**src/rtl/user_out_arbiter_if.sv**
```systemverilog
// Handshake bundle between the user output streams, the round-robin arbiter and leaf_interface.
interface user_out_arbiter_if #(
  parameter int unsigned PAYLOAD_BITS  = 32,
  parameter int unsigned NUM_OUT_PORTS = 4,
  parameter int unsigned NUM_PORT_BITS = 4
);
  logic [NUM_OUT_PORTS*PAYLOAD_BITS-1:0]  din_leaf_user2arb;
  logic [NUM_OUT_PORTS-1:0]               vld_user2arb;
  logic [NUM_OUT_PORTS-1:0]               ack_arb2user;
  logic [NUM_PORT_BITS+PAYLOAD_BITS-1:0]  dout_arb2interface;
  logic                                   vld_arb2interface;
  logic                                   ack_interface2arb;
  logic [NUM_PORT_BITS-1:0]               grant_idx;

  modport master (
    input  din_leaf_user2arb, vld_user2arb, ack_interface2arb,
    output ack_arb2user, dout_arb2interface, vld_arb2interface, grant_idx
  );

  modport slave (
    output din_leaf_user2arb, vld_user2arb, ack_interface2arb,
    input  ack_arb2user, dout_arb2interface, vld_arb2interface, grant_idx
  );
endinterface

```
**src/rtl/user_out_arbiter.sv**
```systemverilog
// Round-robin merge of NUM_OUT_PORTS ap_vld/ap_ack user streams into one tagged stream,
// with a burst limit per grant and a one-entry output buffer.
module user_out_arbiter #(
  parameter int unsigned PAYLOAD_BITS  = 32,
  parameter int unsigned NUM_OUT_PORTS = 4,
  parameter int unsigned NUM_PORT_BITS = 4,
  parameter int unsigned MAX_BURST     = 8
) (
  input  logic               clk_user,
  input  logic               reset,
  user_out_arbiter_if.master bus
);

  localparam int unsigned BURST_W = 8;
  localparam int unsigned OUT_W   = NUM_PORT_BITS + PAYLOAD_BITS;

  typedef enum logic [0:0] {IDLE = 1'b0, GRANT = 1'b1} state_e;

  state_e                     state_q, state_d;
  logic [NUM_PORT_BITS-1:0]   grant_q, grant_d;
  logic [NUM_PORT_BITS-1:0]   rr_q, rr_d;
  logic [BURST_W-1:0]         burst_q, burst_d;
  logic [OUT_W-1:0]           dout_q, dout_d;
  logic                       vld_q, vld_d;

  logic [NUM_OUT_PORTS-1:0]   ack_c;
  logic [NUM_PORT_BITS-1:0]   pick;
  logic [NUM_PORT_BITS-1:0]   grant_next;
  logic [PAYLOAD_BITS-1:0]    sel_data;
  logic                       found;
  logic                       any_req;
  logic                       grant_vld;
  logic                       xfer;
  logic                       burst_done;

  // Valid and payload of the currently granted port
  always_comb begin
    grant_vld = 1'b0;
    sel_data  = '0;
    for (int unsigned i = 0; i < NUM_OUT_PORTS; i++) begin
      if (grant_q == NUM_PORT_BITS'(i)) begin
        grant_vld = bus.vld_user2arb[i];
        sel_data  = bus.din_leaf_user2arb[i*PAYLOAD_BITS +: PAYLOAD_BITS];
      end
    end
  end

  // First requester scanning upward from the rr pointer, wrapping at NUM_OUT_PORTS
  always_comb begin
    pick  = '0;
    found = 1'b0;
    for (int unsigned off = 0; off < NUM_OUT_PORTS; off++) begin
      for (int unsigned j = 0; j < NUM_OUT_PORTS; j++) begin
        if (!found && bus.vld_user2arb[j] &&
            ((32'(rr_q) + off == j) || (32'(rr_q) + off == j + NUM_OUT_PORTS))) begin
          found = 1'b1;
          pick  = NUM_PORT_BITS'(j);
        end
      end
    end
  end

  assign any_req    = |bus.vld_user2arb;
  assign grant_next = (grant_q == NUM_PORT_BITS'(NUM_OUT_PORTS - 1)) ? '0
                                                                     : grant_q + NUM_PORT_BITS'(1);
  assign xfer       = |(ack_c & bus.vld_user2arb);
  assign burst_done = (burst_q + BURST_W'(1)) == BURST_W'(MAX_BURST);

  // State register
  always_ff @(posedge clk_user) begin
    if (reset) state_q <= IDLE;
    else       state_q <= state_d;
  end

  // Next state, grant bookkeeping and output buffer
  always_comb begin
    state_d = state_q;
    grant_d = grant_q;
    rr_d    = rr_q;
    burst_d = burst_q;
    dout_d  = dout_q;
    vld_d   = vld_q;
    case (state_q)
      IDLE: begin
        if (any_req) begin
          state_d = GRANT;
          grant_d = pick;
          burst_d = '0;
        end
      end
      GRANT: begin
        if (!grant_vld) begin
          state_d = IDLE;
          rr_d    = grant_next;
        end else if (xfer) begin
          burst_d = burst_q + BURST_W'(1);
          if (burst_done) begin
            state_d = IDLE;
            rr_d    = grant_next;
          end
        end
      end
      default: state_d = IDLE;
    endcase
    // Capture wins over drain so a word can enter and leave in the same cycle
    if (xfer) begin
      dout_d = {grant_q, sel_data};
      vld_d  = 1'b1;
    end else if (bus.ack_interface2arb) begin
      vld_d  = 1'b0;
    end
  end

  // User acks: only the granted port, only when the buffer can take a word
  always_comb begin
    ack_c = '0;
    if (state_q == GRANT && !reset && (!vld_q || bus.ack_interface2arb)) begin
      for (int unsigned i = 0; i < NUM_OUT_PORTS; i++) begin
        if (grant_q == NUM_PORT_BITS'(i)) ack_c[i] = 1'b1;
      end
    end
  end

  always_ff @(posedge clk_user) begin
    if (reset) begin
      grant_q <= '0;
      rr_q    <= '0;
      burst_q <= '0;
      dout_q  <= '0;
      vld_q   <= 1'b0;
    end else begin
      grant_q <= grant_d;
      rr_q    <= rr_d;
      burst_q <= burst_d;
      dout_q  <= dout_d;
      vld_q   <= vld_d;
    end
  end

  assign bus.ack_arb2user       = ack_c;
  assign bus.dout_arb2interface = dout_q;
  assign bus.vld_arb2interface  = vld_q;
  assign bus.grant_idx          = grant_q;

endmodule

```
**src/flat_wrapper.sv**
```systemverilog
// flat-port wrapper written by rule: the top's interface ports become plain ports
module user_out_arbiter_flat 
#(
  parameter int unsigned PAYLOAD_BITS  = 32,
  parameter int unsigned NUM_OUT_PORTS = 4,
  parameter int unsigned NUM_PORT_BITS = 4,
  parameter int unsigned MAX_BURST     = 8
)
  (clk_user, reset, bus_din_leaf_user2arb, bus_vld_user2arb, bus_ack_interface2arb, bus_ack_arb2user, bus_dout_arb2interface, bus_vld_arb2interface, bus_grant_idx);
  user_out_arbiter_if #(.PAYLOAD_BITS(PAYLOAD_BITS), .NUM_OUT_PORTS(NUM_OUT_PORTS), .NUM_PORT_BITS(NUM_PORT_BITS)) bus_i ();
  input  logic clk_user;
  input  logic reset;
  input wire logic [$bits(bus_i.din_leaf_user2arb)-1:0] bus_din_leaf_user2arb;
  input wire logic [$bits(bus_i.vld_user2arb)-1:0] bus_vld_user2arb;
  input wire logic [$bits(bus_i.ack_interface2arb)-1:0] bus_ack_interface2arb;
  output wire logic [$bits(bus_i.ack_arb2user)-1:0] bus_ack_arb2user;
  output wire logic [$bits(bus_i.dout_arb2interface)-1:0] bus_dout_arb2interface;
  output wire logic [$bits(bus_i.vld_arb2interface)-1:0] bus_vld_arb2interface;
  output wire logic [$bits(bus_i.grant_idx)-1:0] bus_grant_idx;
  assign bus_i.din_leaf_user2arb = bus_din_leaf_user2arb;
  assign bus_i.vld_user2arb = bus_vld_user2arb;
  assign bus_i.ack_interface2arb = bus_ack_interface2arb;
  assign bus_ack_arb2user = bus_i.ack_arb2user;
  assign bus_dout_arb2interface = bus_i.dout_arb2interface;
  assign bus_vld_arb2interface = bus_i.vld_arb2interface;
  assign bus_grant_idx = bus_i.grant_idx;
  user_out_arbiter #(.PAYLOAD_BITS(PAYLOAD_BITS), .NUM_OUT_PORTS(NUM_OUT_PORTS), .NUM_PORT_BITS(NUM_PORT_BITS), .MAX_BURST(MAX_BURST)) u_core (.clk_user(clk_user), .reset(reset), .bus(bus_i));
endmodule
```
**config.mk**
```make
export PLATFORM = sky130hd
export DESIGN_NAME = user_out_arbiter_flat
export DESIGN_NICKNAME = d
export VERILOG_FILES = /design/src/rtl/user_out_arbiter_if.sv /design/src/rtl/user_out_arbiter.sv /design/src/flat_wrapper.sv
export SDC_FILE = /design/constraint.sdc
export NUM_CORES = 1
export LEC_CHECK = 0
export BUFFER_PORTS_ARGS = -buffer_cell sky130_fd_sc_hd__buf_2
export CAP_MARGIN = 15
export CORE_MARGIN = 1
export CORE_UTILIZATION = 40
export CTS_BUF_LIST = sky130_fd_sc_hd__clkbuf_4 sky130_fd_sc_hd__clkbuf_8
export DETAILED_ROUTE_END_ITERATION = 8
export PLACE_DENSITY_LB_ADDON = 0.15
export SETUP_SLACK_MARGIN = 0.2
export SYNTH_ARGS = -nofsm -noshare
export SYNTH_HDL_FRONTEND = slang
export SYNTH_SLANG_ARGS = --single-unit
```
**constraint.sdc**
```tcl
create_clock -name clk_user -period 6.02 [get_ports clk_user]
set_input_delay 0.301 -clock clk_user [delete_from_list [all_inputs] [get_ports clk_user]]
set_output_delay 0.301 -clock clk_user [all_outputs]
set_load 0.01 [all_outputs]
```
==> results.cfg <==
[yosys]
syn-mean-instance-area_um2 = 7.59
yosysUniqueCellTypes = 45
synth_warnings = 0
synth.yosys.seq_area_share_pct = 30.0
synth_enable_flop_cells = 0
synthCells = 422
ys.flop_type = dfxtp_1
synth_area_um2 = 3200
synthArstFlopShare_pct = 0
synth_seq_cells = 48

[floorplanning]
fp.dieW_um = 91.5
core_um2 = 7730
dieArea_um2 = 8370
start_util_pct = 41.4
rows = 32
pin_count = 180
die_y_um = 91.5

[place]
post-place-cells = 659
place_area_um2 = 4050
gp_congestion = 0.784
portBuffers = 175
dpl.hpwl_um = 6810

[sta]
max_freq_mhz = 265
hold_viol = 0
worst_pin_slew_ns = 1.04
period_minus_slack_ns = 3.77
finalMaxSlewViolations = 0
slew_headroom_pct = 30.9
rsz0062_at_grt = no
fin_skew_ns = 0.00370
fin_crit_sh_pct = 62.7
setup_viol = 0
setup_tns_ns = 0

[cts]
clk_pin_slew_worst_paths_ns = 0.09
cts_tree = built
clock_latency_ns = 0.30
cts_max_path_buffers = 2
post_cts_resized = 0
cts-buffers-inserted = 5
hold_buffers = 0
postCtsSetupRepairBufs = 0
htree_levels = 2
cts_root_buf = clkbuf_8
cts.sinks = 48

[worst_setup_path]
path_class = register to register
crit_chain = inv_1 > ha_2 > a22o_1 > o211a_2 > buf_4 > o2111ai_1 > o41ai_2 > mux2_1
crit_required_ns = 6.22
crit_fanout = 68
crit_family = compound AO/OA/AOI/OAI gates
cp-startpoint = u_core.bus.grant_idx[0]
end_kind = register
max_stage_delay_ns = 0.88
crit_slowest_cell = ha_2
reg2reg_from = u_core.bus.grant_idx[0]
cp_num_buf_inv = 2
worstPathArrival_ns = 3.97
start_kind = register

[global_route]
use_met1_pct = 30.4
grt.overflow.total = 0
grt_pass1_wl_um = 15200
antenna_found_initial = 0
grt_max_degree = 71
grt_busiest_layer = met2
use_met3_pct = 4.10
grt_pass1_vias = 3098
use_met2_pct = 36.3
grt_util_all_layers_pct = 22.4

[min_path]
min_path_type = input port to register
min-delay-start = bus_din_leaf_user2arb[126]

[pwr]
leakage_nw = 1.81
p_clk_share_pct = 25.5
pwr_density_cell_nw_per_um2 = 199
p_seq_share_pct = 41.9
p_int_mw = 0.559
switching_power_mw = 0.271
p_comb_share_pct = 32.7
irDropWorstVdd_v = 0.0000863
power_mw = 0.830
netSwitchingFraction_pct = 32.7

[routing]
drc_errors = 0
postRouteAntennaNets = 0
vias = 3511
dr.pass1.iters = 4
via_per_inst = 5.26
first_iter_violations = 230
drt_wl_total_um = 9390
wl_per_cell_um = 14.0

[cells_and_area]
design_area_um2 = 4160
drive_above_1_share_pct = 35.0
finalNonFillerCells = 668
num_antenna_cells = 0
fin_nets = 705
fin_util_pct = 53.9
area_growth_pct = 30.0

[run_status]
status = complete, no violations

[flow_run]
cap_viol_max_count = 0
layout make-up:
cell class,count,area [um2]
repair buffers,179,918
clock buffers,7,90.1
multi-input cells,327,2040
inverters,4,15.0
clock inverters,1,7.51
flip-flops and latches,48,961
fillers,780,3560
well taps,102,128
Yosys cell counts, types with 3 or more instances:
cell type  number  area (um2)
a211oi_1       37         278
a21oi_1        48         240
a221oi_1       32         280
and3_1          5        31.3
buf_1           3        11.3
buf_2          11        55.1
buf_4           4        30.0
clkbuf_1       28         105
dfxtp_1        48         961
ha_1            5        62.6
inv_1           4        15.0
nand2_1         7        26.3
nand2b_1        4        25.0
nand3_1         3        15.0
nand3b_1        3        22.5
nor2_1         40         150
nor2b_1        65         407
nor3_1         38         190
o211ai_1        3        22.5
o21ai_0         4        20.0
cell usage in the layout, fill, tap and decap left out, drive strengths merged, types with 2 or more instances in the layout:
| cell | n |
|---|---|
| a221oi | 32 |
| buf | 179 |
| clkbuf | 7 |
| a41oi | 2 |
| and3 | 6 |
| inv | 4 |
| o31ai | 2 |
| nand2b | 4 |
| a211oi | 37 |
| ha | 5 |
| o211ai | 3 |
| nor2b | 65 |
| o21ai | 5 |
| nand2 | 7 |
| nor4 | 2 |
| mux2i | 2 |
| a22o | 2 |
| conb | 4 |
| nand3b | 3 |
| dfxtp | 48 |
| nand3 | 3 |
| nor3 | 38 |
| a21oi | 48 |
| nor2 | 41 |
stage by stage:
stage / setup slack (ns) / hold WS, ns
finish: 2.25 / 0.323
global route: 1.81 / 0.321
floorplan: 3.97 / 0.481
global placement: 2.29 / 0.484
CTS: 2.13 / 0.322
detailed placement: 2.17 / 0.481
registers in the layout (all words and copies together) (netlist names):
name                           count
u_core.burst_q                     8
u_core.bus.dout_arb2interface     34
u_core.bus.grant_idx               2
u_core.bus.vld_arb2interface       1
u_core.rr_q                        2
u_core.state_q                     1
final timing paths:
path / endpoint / slack [ns] / cells after the start
setup / recovery: u_core.rr_q[0] / 2.25 / 8
hold / removal: u_core.bus.dout_arb2interface[30] / 0.32 / 3
setup reg to reg: u_core.rr_q[0] / 2.25 / 8
hold reg to reg: u_core.bus.dout_arb2interface[2] / 0.50 / 2
tightest hold or removal path, stage by stage:
cell and delay [ns]:
buf_2 0.09, a21oi_1 0.11, a211oi_1 0.08
power by group through the flow:
stage,combinational [mW],clock [mW],sequential (mW)
finish,0.271,0.211,0.347
global route,0.307,0.229,0.350
CTS,0.271,0.216,0.347
detailed placement,0.270,0,0.355
global placement,0.268,0,0.353
floorplan,0.171,0,0.361
per-layer routing:
metal | part of all wire (%) | wire [um]
met5 | 0 | 0
met4 | 0.87 | 82
met3 | 5.5 | 512
met2 | 48 | 4530
met1 | 45 | 4270
cells by family after synthesis:
| kind of cell | count (synthesis) | synth area share, % |
|---|---|---|
| mux | 3 | 0.977 |
| fa+ha+maj | 5 | 1.95 |
| compound gates | 138 | 30.2 |
| buf+inv | 50 | 6.76 |
| other cells | 1 | 0.117 |
| flops | 48 | 30.0 |
| simple gates | 175 | 29.4 |
| xor+xnor | 2 | 0.547 |
Note: power is estimated with default switching activity, not from simulation.
